### config.mk
export PLATFORM = sky130hd
export DESIGN_NAME = mem_sram_ctrl
export DESIGN_NICKNAME = d
export VERILOG_FILES = /design/src/rtl/arm_mem_pkg.sv /design/src/rtl/sram_phase_counter.sv /design/src/rtl/mem_sram_ctrl.sv
export SDC_FILE = /design/constraint.sdc
export NUM_CORES = 1
export LEC_CHECK = 0
export ABC_AREA = 1
export CAP_MARGIN = 0
export CORE_MARGIN = 5
export CORE_UTILIZATION = 39
export CTS_BUF_LIST = sky130_fd_sc_hd__clkbuf_4
export DETAILED_ROUTE_END_ITERATION = 12
export DONT_BUFFER_PORTS = 1
export PLACE_DENSITY = 0.57
export SLEW_MARGIN = 30
export SYNTH_ARGS = -nofsm -noshare
export SYNTH_HDL_FRONTEND = slang
export SYNTH_SLANG_ARGS = --single-unit
### constraint.sdc
create_clock -name clk -period 3.1 [get_ports clk]
set_input_delay 0.31 -clock clk [delete_from_list [all_inputs] [get_ports clk]]
set_output_delay 0.31 -clock clk [all_outputs]
set_load 0.1 [all_outputs]
### src/rtl/arm_mem_pkg.sv
// Shared definitions for the data-memory stage: default SRAM geometry and the
// half-word access state encoding.
package arm_mem_pkg;

    localparam int          DEF_ADDR_W    = 18;
    localparam logic [31:0] DEF_SRAM_BASE = 32'd1024;

    typedef enum logic [1:0] {
        IDLE = 2'd0,
        LOW  = 2'd1,
        HIGH = 2'd2,
        DONE = 2'd3
    } sram_state_t;

endpackage

### src/rtl/sram_phase_counter.sv
// Cycle counter for one half-word SRAM phase; wraps at PHASE_CYCLES-1 and
// restarts whenever the owning FSM changes phase.
module sram_phase_counter #(
    parameter int PHASE_CYCLES = 2
) (
    input  logic clk,
    input  logic rst,
    input  logic en,
    input  logic clr,
    output logic last,
    output logic first_but_last
);

    localparam int            CW       = $clog2(PHASE_CYCLES);
    localparam logic [CW-1:0] LAST_CNT = CW'(PHASE_CYCLES - 1);

    logic [CW-1:0] cnt;

    always_ff @(posedge clk or posedge rst) begin
        if (rst) begin
            cnt <= '0;
        end else if (clr) begin
            cnt <= '0;
        end else if (en) begin
            cnt <= last ? '0 : cnt + CW'(1);
        end
    end

    // first_but_last covers every cycle of the phase except the final one
    assign last           = (cnt == LAST_CNT);
    assign first_but_last = (cnt != LAST_CNT);

endmodule

### src/rtl/mem_sram_ctrl.sv
// MEM-stage controller: splits each 32-bit load/store into LOW and HIGH
// half-word phases on an asynchronous 16-bit SRAM and freezes the pipeline meanwhile.
module mem_sram_ctrl
    import arm_mem_pkg::*;
#(
    parameter int          ADDR_W       = DEF_ADDR_W,
    parameter int          PHASE_CYCLES = 2,
    parameter logic [31:0] SRAM_BASE    = DEF_SRAM_BASE
) (
    input  logic              clk,
    input  logic              rst,
    input  logic              wr_en,
    input  logic              rd_en,
    input  logic [31:0]       address,
    input  logic [31:0]       write_data,
    output logic [31:0]       read_data,
    output logic              ready,
    output logic [ADDR_W-1:0] sram_addr,
    output logic [15:0]       sram_dq_out,
    output logic              sram_dq_oe,
    input  logic [15:0]       sram_dq_in,
    output logic              sram_we_n,
    output logic              sram_oe_n,
    output logic              sram_ce_n
);

    sram_state_t       state_q, state_d;
    logic              is_wr_q;
    logic [ADDR_W-2:0] word_q;
    logic [31:0]       wdata_q;
    logic [31:0]       offset;
    logic              req, phase_en, phase_clr, last, first_but_last;
    logic              unused_bits;

    assign req         = wr_en | rd_en;
    assign offset      = address - SRAM_BASE;
    assign unused_bits = ^{offset[31:ADDR_W+1], offset[1:0]};
    assign phase_en    = (state_q == LOW) || (state_q == HIGH);
    assign phase_clr   = (state_d != state_q);

    sram_phase_counter #(.PHASE_CYCLES(PHASE_CYCLES)) u_phase_counter (
        .clk            (clk),
        .rst            (rst),
        .en             (phase_en),
        .clr            (phase_clr),
        .last           (last),
        .first_but_last (first_but_last)
    );

    always_comb begin
        state_d = state_q;
        case (state_q)
            IDLE:    if (req)  state_d = LOW;
            LOW:     if (last) state_d = HIGH;
            HIGH:    if (last) state_d = DONE;
            DONE:              state_d = IDLE;
            default:           state_d = IDLE;
        endcase
    end

    // Request operands are latched on entry so SRAM pins depend only on registers
    always_ff @(posedge clk or posedge rst) begin
        if (rst) begin
            state_q   <= IDLE;
            is_wr_q   <= 1'b0;
            word_q    <= '0;
            wdata_q   <= '0;
            read_data <= '0;
        end else begin
            state_q <= state_d;
            if (state_q == IDLE && req) begin
                is_wr_q <= wr_en;
                word_q  <= offset[ADDR_W:2];
                wdata_q <= write_data;
            end
            if (!is_wr_q && last && state_q == LOW)  read_data[15:0]  <= sram_dq_in;
            if (!is_wr_q && last && state_q == HIGH) read_data[31:16] <= sram_dq_in;
        end
    end

    always_comb begin
        sram_addr   = '0;
        sram_dq_out = '0;
        sram_dq_oe  = 1'b0;
        sram_we_n   = 1'b1;
        sram_oe_n   = 1'b1;
        sram_ce_n   = 1'b1;
        if (phase_en) begin
            sram_ce_n = 1'b0;
            sram_addr = {word_q, (state_q == HIGH)};
            if (is_wr_q) begin
                sram_dq_oe  = 1'b1;
                sram_dq_out = (state_q == HIGH) ? wdata_q[31:16] : wdata_q[15:0];
                // we_n rises one cycle before the phase ends, keeping address/data stable
                sram_we_n   = ~first_but_last;
            end else begin
                sram_oe_n = 1'b0;
            end
        end
    end

    // ready: 1 = access finished (DONE) or nothing requested; 0 = hold the pipeline frozen
    assign ready = (state_q == DONE) || (state_q == IDLE && !req);

endmodule
==> metrics.md, run 1 <==
| Metric | Value |
|---|---|
| Status | `completed` |
| Worst setup SP type | `register` |
| CTS tree | `done` |
| Worst R2R Start | `state_q[0]` |
| Final setup violation count | `0` |
| FF-to-FF path depth | `9` |
| Placed cells | `between 600 and 700` |
| Compound-gate portion of the synthesized area | `slightly above 6%` |
| Number of detailed-route iterations in the first pass | `5` |
| CP startpoint | `state_q[1]` |
| Critical Path Sink Type | `primary output` |
| Routed wire length | `10200 um` |
| Starting DRT DRC Count | `157` |
| Syn Nets | `a little under 600` |
| Synth warn | `0` |
| Antenna violations before repair | `0` |
| Yosys reg bits | `85` |
| Worst Clk Skew | `8.49 ps` |
| Adder-Cell Fraction of Synth Area | `2.25%` |
| Clock Pin Slew Worst Setup and Hold Paths | `between 100 and 150 ps` |
| First-pass GRT wire length | `16800 um` |
| Reg area | `0.00213 mm^2` |
| Post-Layout Cell Count | `722` |
| Die Y | `between 100 and 150 um` |
| Root Driver | `clkbuf_4` |
| Hold Path Cell Cnt | `3` |
| Slew @ Worst Pin | `944 ps` |
| Full die area | `0.0121 mm^2` |
| I/O pin cnt | `between 150 and 200` |
| Worst Path Arrival | `around 2500 ps` |
| Slowest cell delay on critical path | `510 ps` |
| Synth Instances | `493` |
| Synth Area in XOR/XNOR | `less than 1%` |
| Core Area | `0.00973 mm^2` |
| Routed Antenna Nets | `0` |
| Later-pin clock latency in the skew report | `about 420 ps` |
| Worst-path cell chain | `inv_1 -> ha_1 -> nand2_1 -> inv_1 -> buf_4 -> o21ai_0 -> a21oi_4 -> buf_12` |
| Die width | `110 um` |
| Hold Crit Class | `primary input to register` |
| R2R Setup Slk | `1170 ps` |
| GR Util All Layers | `17.9%` |
| Simple-Gate Fraction of Synth Area | `27.8%` |
| Fillers | `896` |
| Clock tree buffer depth | `2` |
| Fmax | `361 MHz` |
| # Max-Cap Violations | `0` |
| Unrepaired setup endpoints after global routing | `no` |
| CP most frequent cell | `inv_1` |
| Mapped cell area | `0.00389 mm^2` |
| Yosys cell types | `21` |
| Initial core utilization | `40.0%` |
| Diodes inserted | `0` |
| DRC violations left | `0` |
| Main combinational cell family by area after synthesis | `simple AND/OR/NAND/NOR gates` |
| Layout area overhead | `37.6%` |
| Largest net degree at the start of global routing | `53` |
| Setup CP Type | `register to primary output` |
| Port Buf Inserts | `0` |
| Multi-input gate area | `0.00162 mm^2` |
| Slew headroom | `37.1%` |
| Avg Inst Size Synth | `7.89 um^2` |
| Crit Path Max Fanout | `8` |
| Commonest non-fill, non-tap cell in the layout | `nand2_1` |
| Mux share of post-synthesis cell area | `0%` |
| Final Hold Viols | `0` |
| Row count | `36` |
| Clock sinks | `85` |
| Fin. max-slew vios | `0` |
| CTS buffer count | `9` |
| Layout net count | `675` |
| Total gr overflow | `0` |
| Most frequent cells in the layout | `nand2_1, dfrtp_1, dlygate4sd3_1` |
| H-tree depth | `3` |
| Reg2reg end | `u_phase_counter.last` |
| Period utilization | `89.3%` |
| GP Congestion | `0.756` |
| Layout cells sized above 1 | `13.9%` |
| Setup TNS | `0 ps` |
| CP endpoint | `sram_dq_out[15]` |
| HPWL after DPL | `6760 um` |
| Vias in the first global route | `3481` |
| CP max-delay cell | `dfrtp_1` |
| DR vias | `3355` |
| Routed len/inst | `14.1 um` |
| Vias/cell | `4.65` |
| Critical Path RT | `2790 ps` |
| Register area share after synthesis | `54.7%` |
| Post-route minimum period | `2770 ps` |
-- worst min-delay path by stage --
stage                 from         end
6_report       address[14]  word_q[12]
4_1_cts        address[13]  word_q[11]
5_1_grt        address[14]  word_q[12]
3_5_place_dp           rst   word_q[7]
2_1_floorplan  address[10]   word_q[8]
3_3_place_gp           rst   word_q[7]
-- registers in the layout, summed over array words and instances, names as in the netlist --
register	count
read_data	32
wdata_q	32
word_q	17
state_q	2
is_wr_q	1
u_phase_counter.last	1
-- per-stage QoR --
step           hold WS [ps]  util, %  cell area (um^2)  setup WS [ps]
2_1_floorplan           418        -              4060           -159
3_3_place_gp            257     47.7              4640            842
3_5_place_dp            262     47.7              4640            799
4_1_cts                3.84     55.0              5350            284
5_1_grt                6.72     55.0              5350            172
6_report               37.5     55.0              5350            333
-- Yosys cell counts --
cell	number	area share, %
nor3_1	15	1.9
nand3_1	9	1.2
nor2_4	1	0.29
o21ai_0	39	5.0
ha_1	7	2.3
buf_2	15	1.9
o21bai_1	1	0.19
nor2_1	43	4.2
nand4_1	1	0.16
or2_2	2	0.32
dfrtp_1	85	55
nor2_2	1	0.16
inv_2	2	0.19
clkbuf_1	4	0.39
a31oi_1	2	0.32
a21o_1	1	0.19
inv_1	53	5.1
xor2_1	3	0.68
nand2_1	203	20
a21oi_1	3	0.39
buf_6	3	0.87
-- final cells by class --
cell class              instances  area share, %
flip-flops and latches         85           39.7
multi-input cells             331           30.2
repair buffers                102           20.8
inverters                      55           3.88
well taps                     133           3.11
clock buffers                   9           1.26
clock inverters                 7          0.958
-- what timing repair did --
| action | in CTS | in global routing |
|---|---|---|
| buffers inserted | 0 | 0 |
| resized for setup | 0 | 0 |
| endpoints found under the hold margin | 95 | 0 |
| hold buffers | 59 | 0 |
-- cells by family after synthesis --
family | count (synthesis)
flip-flops | 85
buffers and inverters | 77
AO/OA/AOI/OAI | 46
adder cells (fa/ha/maj) | 7
AND/OR/NAND/NOR | 275
XOR/XNOR | 3
-- critical path: cells and delay by family, from the launching register on --
kind | cells | cell delay [ps]
flip-flops | 1 | 510
adder cells (fa/ha/maj) | 1 | 380
AO/OA/AOI/OAI | 2 | 380
AND/OR/NAND/NOR | 1 | 90
buffers and inverters | 4 | 660
-- metal layers --
| layer | global-route usage (%) | up-vias | wire length [um] |
|---|---|---|---|
| met5 | 0 | - | 0 |
| met4 | 7.03 | 0 | 191 |
| met3 | 4.99 | 16 | 728 |
| met2 | 30.8 | 88 | 5110 |
| met1 | 21.2 | 1575 | 4170 |
| li1 | - | 1676 | - |
Power of run 1 is not shown: default switching activity piles up to over one toggle a cycle in this logic, so the estimate is an artifact.
==> inputs of run 2 (changes only) <==
--- a/config.mk
+++ b/config.mk
@@ -7,12 +7,14 @@
 export LEC_CHECK = 0
 export ABC_AREA = 1
 export CAP_MARGIN = 0
+export CELL_PAD_IN_SITES_DETAIL_PLACEMENT = 1
+export CELL_PAD_IN_SITES_GLOBAL_PLACEMENT = 1
 export CORE_MARGIN = 5
 export CORE_UTILIZATION = 39
 export CTS_BUF_LIST = sky130_fd_sc_hd__clkbuf_4
 export DETAILED_ROUTE_END_ITERATION = 12
 export DONT_BUFFER_PORTS = 1
-export PLACE_DENSITY = 0.57
+export PLACE_DENSITY = 0.75
 export SLEW_MARGIN = 30
 export SYNTH_ARGS = -nofsm -noshare
 export SYNTH_HDL_FRONTEND = slang
==> run 2 against run 1 <==
Sequential share of layout area is 0.40 points lower. Routed wire length is 23% higher. Critical path depth is 1 higher. Die area stayed put. Clock skew is 20 ps higher. Clock-buffer cell count stayed put. Worst setup slack worse by 76 ps. Cell count is 0.55% higher. Hold slack better by 15 ps. Largest cell class unchanged.
==> metrics.md, run 2 (synthesis results as in run 1) <==
| Metric | Value |
|---|---|
| Status | `completed` |
| Setup bufs post-CTS | `0` |
| Full die area | `0.0121 mm^2` |
| Worst-path cell chain | `inv_1 -> ha_1 -> nand2_1 -> buf_4 -> inv_1 -> buf_6 -> o21ai_0 -> a21oi_4 -> buf_12` |
| Slew headroom | `37.6%` |
| Worst Path Arrival | `2530 ps` |
| Post-Layout Cell Count | `726` |
| Period utilization | `around nine tenths` |
| DRC violations left | `0` |
| HPWL after DPL | `about 7700 um` |
| Routed len/inst | `17.3 um` |
| Routed wire length | `12500 um` |
| CP most frequent cell | `inv_1` |
| CTS buffer count | `9` |
| Worst Path Buf+Inv | `5` |
| GP Congestion | `0.755` |
| WHS | `52.9 ps` |
| Slowest cell delay on critical path | `460 ps` |
| Top Registers | `read_data: 32 flops, wdata_q: 32 flops, word_q: 17 flops` |
| Final Hold Viols | `0` |
| Vias in the first global route | `3948` |
| Critical Path Sink Type | `primary output` |
| Critical Path RT | `~2800 ps` |
| Commonest non-fill, non-tap cell in the layout | `nand2_1` |
| Root Driver | `clkbuf_4` |
| Slew @ Worst Pin | `936 ps` |
| I/O pin cnt | `155` |
| First-pass GRT wire length | `19700 um` |
| Most frequent cells in the layout | `nand2_1, dfrtp_1, dlygate4sd3_1` |
| Critical path's top delay family | `buffers and inverters` |
| Clock Pin Slew Worst Setup and Hold Paths | `roughly 150 ps` |
| Hold Crit Class | `primary input to register` |
| CP max-delay cell | `dfrtp_1` |
| Clock sinks | `85` |
| Port Buf Inserts | `0` |
| # Max-Cap Violations | `0` |
| Die Y | `110 um` |
| Die width | `110 um` |
| Final setup violation count | `0` |
| Core Area | `between 0.009 and 0.01 mm^2` |
| Setup CP Type | `register to primary output` |
| Antenna violations before repair | `0` |
| H-tree depth | `3` |
| Placed cells | `649` |
| Layout cells sized above 1 | `approximately 15%` |
| Largest net degree at the start of global routing | `57` |
| Clock tree buffer depth | `2` |
| Fmax | `352 MHz` |
| Post-DP Area | `between 0.004 and 0.005 mm^2` |
| CTS tree | `done` |
| Layout area overhead | `39.1%` |
| Final instance area | `0.00541 mm^2` |
| Post-route minimum period | `2840 ps` |
| Layout net count | `679` |
| GR Util All Layers | `21.3%` |
| Crit Path Max Fanout | `8` |
| Routed Antenna Nets | `0` |
| Diodes inserted | `0` |
| Row count | `36` |
| Number of detailed-route iterations in the first pass | `4` |
| Initial core utilization | `40.0%` |
| Starting DRT DRC Count | `165` |
| Later-pin clock latency in the skew report | `450 ps` |
| Worst setup SP type | `register` |
| Vias/cell | `4.89` |
| Total gr overflow | `0` |
| DR vias | `3551` |
| Fin. max-slew vios | `0` |
| Worst Clk Skew | `28.5 ps` |
| Unrepaired setup endpoints after global routing | `no` |
==> run 2: cell types whose count changed in the layout (fill, tap and decap cells not counted), sizes merged <==
cell	change
clkinv	-6
inv	+4
buf	+2
clkinvlp	+2
dlygate4sd3	+2
==> run 2: timing repair <==
item,CTS,global route
setup endpoints to repair,0,1
hold endpoints to repair,125,0
hold buffers,61,0
gates resized for setup,0,1
==> run 2: final timing paths <==
check	from	to	slack, ps	cells past startpoint
max reg2reg	state_q[0]	u_phase_counter.last	1110	9
min reg2reg	wdata_q[18]	wdata_q[18]	500	2
min in group asynchronous	rst	read_data[17]	360	2
max in group asynchronous	rst	read_data[6]	2110	3
max	state_q[0]	sram_dq_out[15]	260	9
min	address[13]	word_q[11]	50	2
==> run 2: cell type report <==
cell class | instances | area (um^2)
clock buffers | 9 | 67.6
repair buffers | 106 | 1150
multi-input cells | 331 | 1620
flip-flops and latches | 85 | 2130
fillers | 1150 | 4320
inverters | 55 | 211
clock inverters | 7 | 63.8
well taps | 133 | 166
==> run 2: metal layers <==
| metal | track usage, % | vias up | part of all wire [%] |
|---|---|---|---|
| met5 | 0 | - | 0 |
| met1 | 23.1 | 1753 | 38 |
| met3 | 4.93 | 18 | 5.7 |
| li1 | - | 1689 | - |
| met4 | 7.75 | 0 | 1.9 |
| met2 | 39.9 | 91 | 55 |
==> run 2: per-stage QoR <==
stage	util [%]	setup slack (ps)	setup TNS, ps
6_report	55.6	257	0
5_1_grt	55.6	78.9	0
4_1_cts	55.5	162	0
3_5_place_dp	47.9	702	0
3_3_place_gp	47.8	744	0
2_1_floorplan	-	-159	-159
Power of run 2 is left out for the same reason.
==> inputs of run 3 (changes only) <==
--- a/config.mk
+++ b/config.mk
@@ -10,11 +10,11 @@
 export CELL_PAD_IN_SITES_DETAIL_PLACEMENT = 1
 export CELL_PAD_IN_SITES_GLOBAL_PLACEMENT = 1
 export CORE_MARGIN = 5
-export CORE_UTILIZATION = 39
+export CORE_UTILIZATION = 46
 export CTS_BUF_LIST = sky130_fd_sc_hd__clkbuf_4
 export DETAILED_ROUTE_END_ITERATION = 12
 export DONT_BUFFER_PORTS = 1
-export PLACE_DENSITY = 0.75
+export PLACE_DENSITY = 0.85
 export SLEW_MARGIN = 30
 export SYNTH_ARGS = -nofsm -noshare
 export SYNTH_HDL_FRONTEND = slang
==> run 3 against run 2 <==
Critical endpoint unchanged. Global-route usage up 1.0 points. Critical path type unchanged. Cell count decreased by 9.2%. Design area decreased by 7.6%. Flip-flop and latch count is the same.
==> metrics.md, run 3 (synthesis results as in run 1) <==
| Metric | Value |
|---|---|
| Status | `completed` |
| Routed wire length | `11400 um` |
| Slew @ Worst Pin | `974 ps` |
| Initial core utilization | `47.3%` |
| Vias in the first global route | `3657` |
| Worst Path Buf+Inv | `3` |
| Number of detailed-route iterations in the first pass | `4` |
| Routed len/inst | `17.3 um` |
| First-pass GRT wire length | `between 15000 and 20000 um` |
| DR vias | `3410` |
| Full die area | `0.0104 mm^2` |
| Total gr overflow | `0` |
| Unrepaired setup endpoints after global routing | `no` |
| Top Registers | `read_data: 32 flops, wdata_q: 32 flops, word_q: 17 flops` |
| Port Buf Inserts | `0` |
| Critical path's top delay family | `buffers and inverters` |
| Die Y | `102 um` |
| Diodes inserted | `0` |
| Worst-path cell chain | `inv_1 -> ha_2 -> inv_2 -> o21ai_0 -> a21oi_4 -> buf_12` |
| Fillers | `983` |
| Most frequent cells in the layout | `nand2_1, dfrtp_1, inv_1` |
| Layout cells sized above 1 | `between 10% and 20%` |
| CTS tree | `done` |
| Row count | `33` |
| Post-DP Area | `between 0.004 and 0.005 mm^2` |
| Final instance area | `0.00500 mm^2` |
| Antenna violations before repair | `0` |
| DRC violations left | `0` |
| Period utilization | `88.3%` |
| Final setup violation count | `0` |
| Routed Antenna Nets | `0` |
| Layout net count | `640` |
| CTS buffer count | `9` |
| # Max-Cap Violations | `0` |
| Crit Path Max Fanout | `18` |
| Slew headroom | `between 30% and 40%` |
| CP max-delay cell | `ha_2` |
| Clock sinks | `85` |
| Fmax | `365 MHz` |
| Die width | `102 um` |
| Slowest cell delay on critical path | `480 ps` |
| Final Hold Viols | `0` |
| Fin. max-slew vios | `0` |
| GP Congestion | `0.788` |
| Post-route minimum period | `2740 ps` |
| Core Area | `0.00822 mm^2` |
| Largest net degree at the start of global routing | `53` |
| Starting DRT DRC Count | `56` |
| GR Util All Layers | `between 20% and 30%` |
| Vias/cell | `5.17` |
| Resized cells post-CTS | `0` |
| Layout area overhead | `28.5%` |
| Clock tree buffer depth | `2` |
| H-tree depth | `3` |
| R2R Setup Slk | `around 860 ps` |
| I/O pin cnt | `155` |
| Worst setup SP type | `register` |
| Commonest non-fill, non-tap cell in the layout | `nand2_1` |
| Critical Path Sink Type | `primary output` |
| Root Driver | `clkbuf_4` |
| PnR worst setup slack | `363 ps` |
| Setup CP Type | `register to primary output` |
| Worst Clk Skew | `~17 ps` |
| Setup TNS | `0 ps` |
| Later-pin clock latency in the skew report | `410 ps` |
| Pre-CTS WS | `a little under 800 ps` |
| Setup bufs post-CTS | `0` |
| Worst Path Arrival | `about 2400 ps` |
| Critical Path RT | `roughly 2800 ps` |
| Clock Pin Slew Worst Setup and Hold Paths | `150 ps` |
| Hold Crit Class | `primary input to register` |
| HPWL after DPL | `7970 um` |
run 3: changes by cell type in the layout (fill, tap and decap cells not counted), sizes merged:
cell and change:
bufinv +1, inv -2, clkinv +1, buf -2
dlygate4sd3 -37
run 3: path summary, 6_finish.rpt:
path	startpoint	end	cells past startpoint
worst max-delay path	state_q[0]	sram_dq_out[15]	6
worst min-delay path	write_data[7]	wdata_q[7]	2
worst max register to register	state_q[0]	read_data[21]	7
worst min register to register	wdata_q[0]	wdata_q[0]	2
max in group asynchronous	rst	wdata_q[27]	3
min in group asynchronous	rst	read_data[6]	2
run 3: area by class of cell:
| type | count | area (um^2) | share of cell area (%) |
|---|---|---|---|
| multi-input cells | 331 | 1620 | 32.4 |
| repair buffers | 67 | 763 | 15.3 |
| inverters | 55 | 208 | 4.16 |
| flip-flops and latches | 85 | 2130 | 42.6 |
| well taps | 105 | 131 | 2.63 |
| clock buffers | 9 | 67.6 | 1.35 |
| clock inverters | 7 | 80.1 | 1.60 |
run 3: layer usage:
| layer | track usage, % | vias to the layer above | share of wire [%] |
|---|---|---|---|
| li1 | - | 1609 | - |
| met1 | 25.8 | 1669 | 38 |
| met2 | 40.2 | 108 | 53 |
| met3 | 5.87 | 24 | 6.0 |
| met4 | 7.57 | 0 | 2.6 |
| met5 | 0 | - | 0 |
run 3: per-stage QoR:
step / instances / hold WS [ps] / util [%]
2_1_floorplan: 493 / 418 / -
3_3_place_gp: 619 / 382 / 56.0
3_5_place_dp: 619 / 389 / 56.0
4_1_cts: 653 / 0.461 / 60.0
5_1_grt: 659 / 0.400 / 60.8
6_report: 659 / 20.0 / 60.8
run 3: repair_timing:
| item | in CTS | in global routing |
|---|---|---|
| endpoints found under the hold margin | 65 | 6 |
| hold buffers | 18 | 6 |
| endpoints found under the setup margin | 0 | 0 |
Power of run 3 is left out for the same reason.
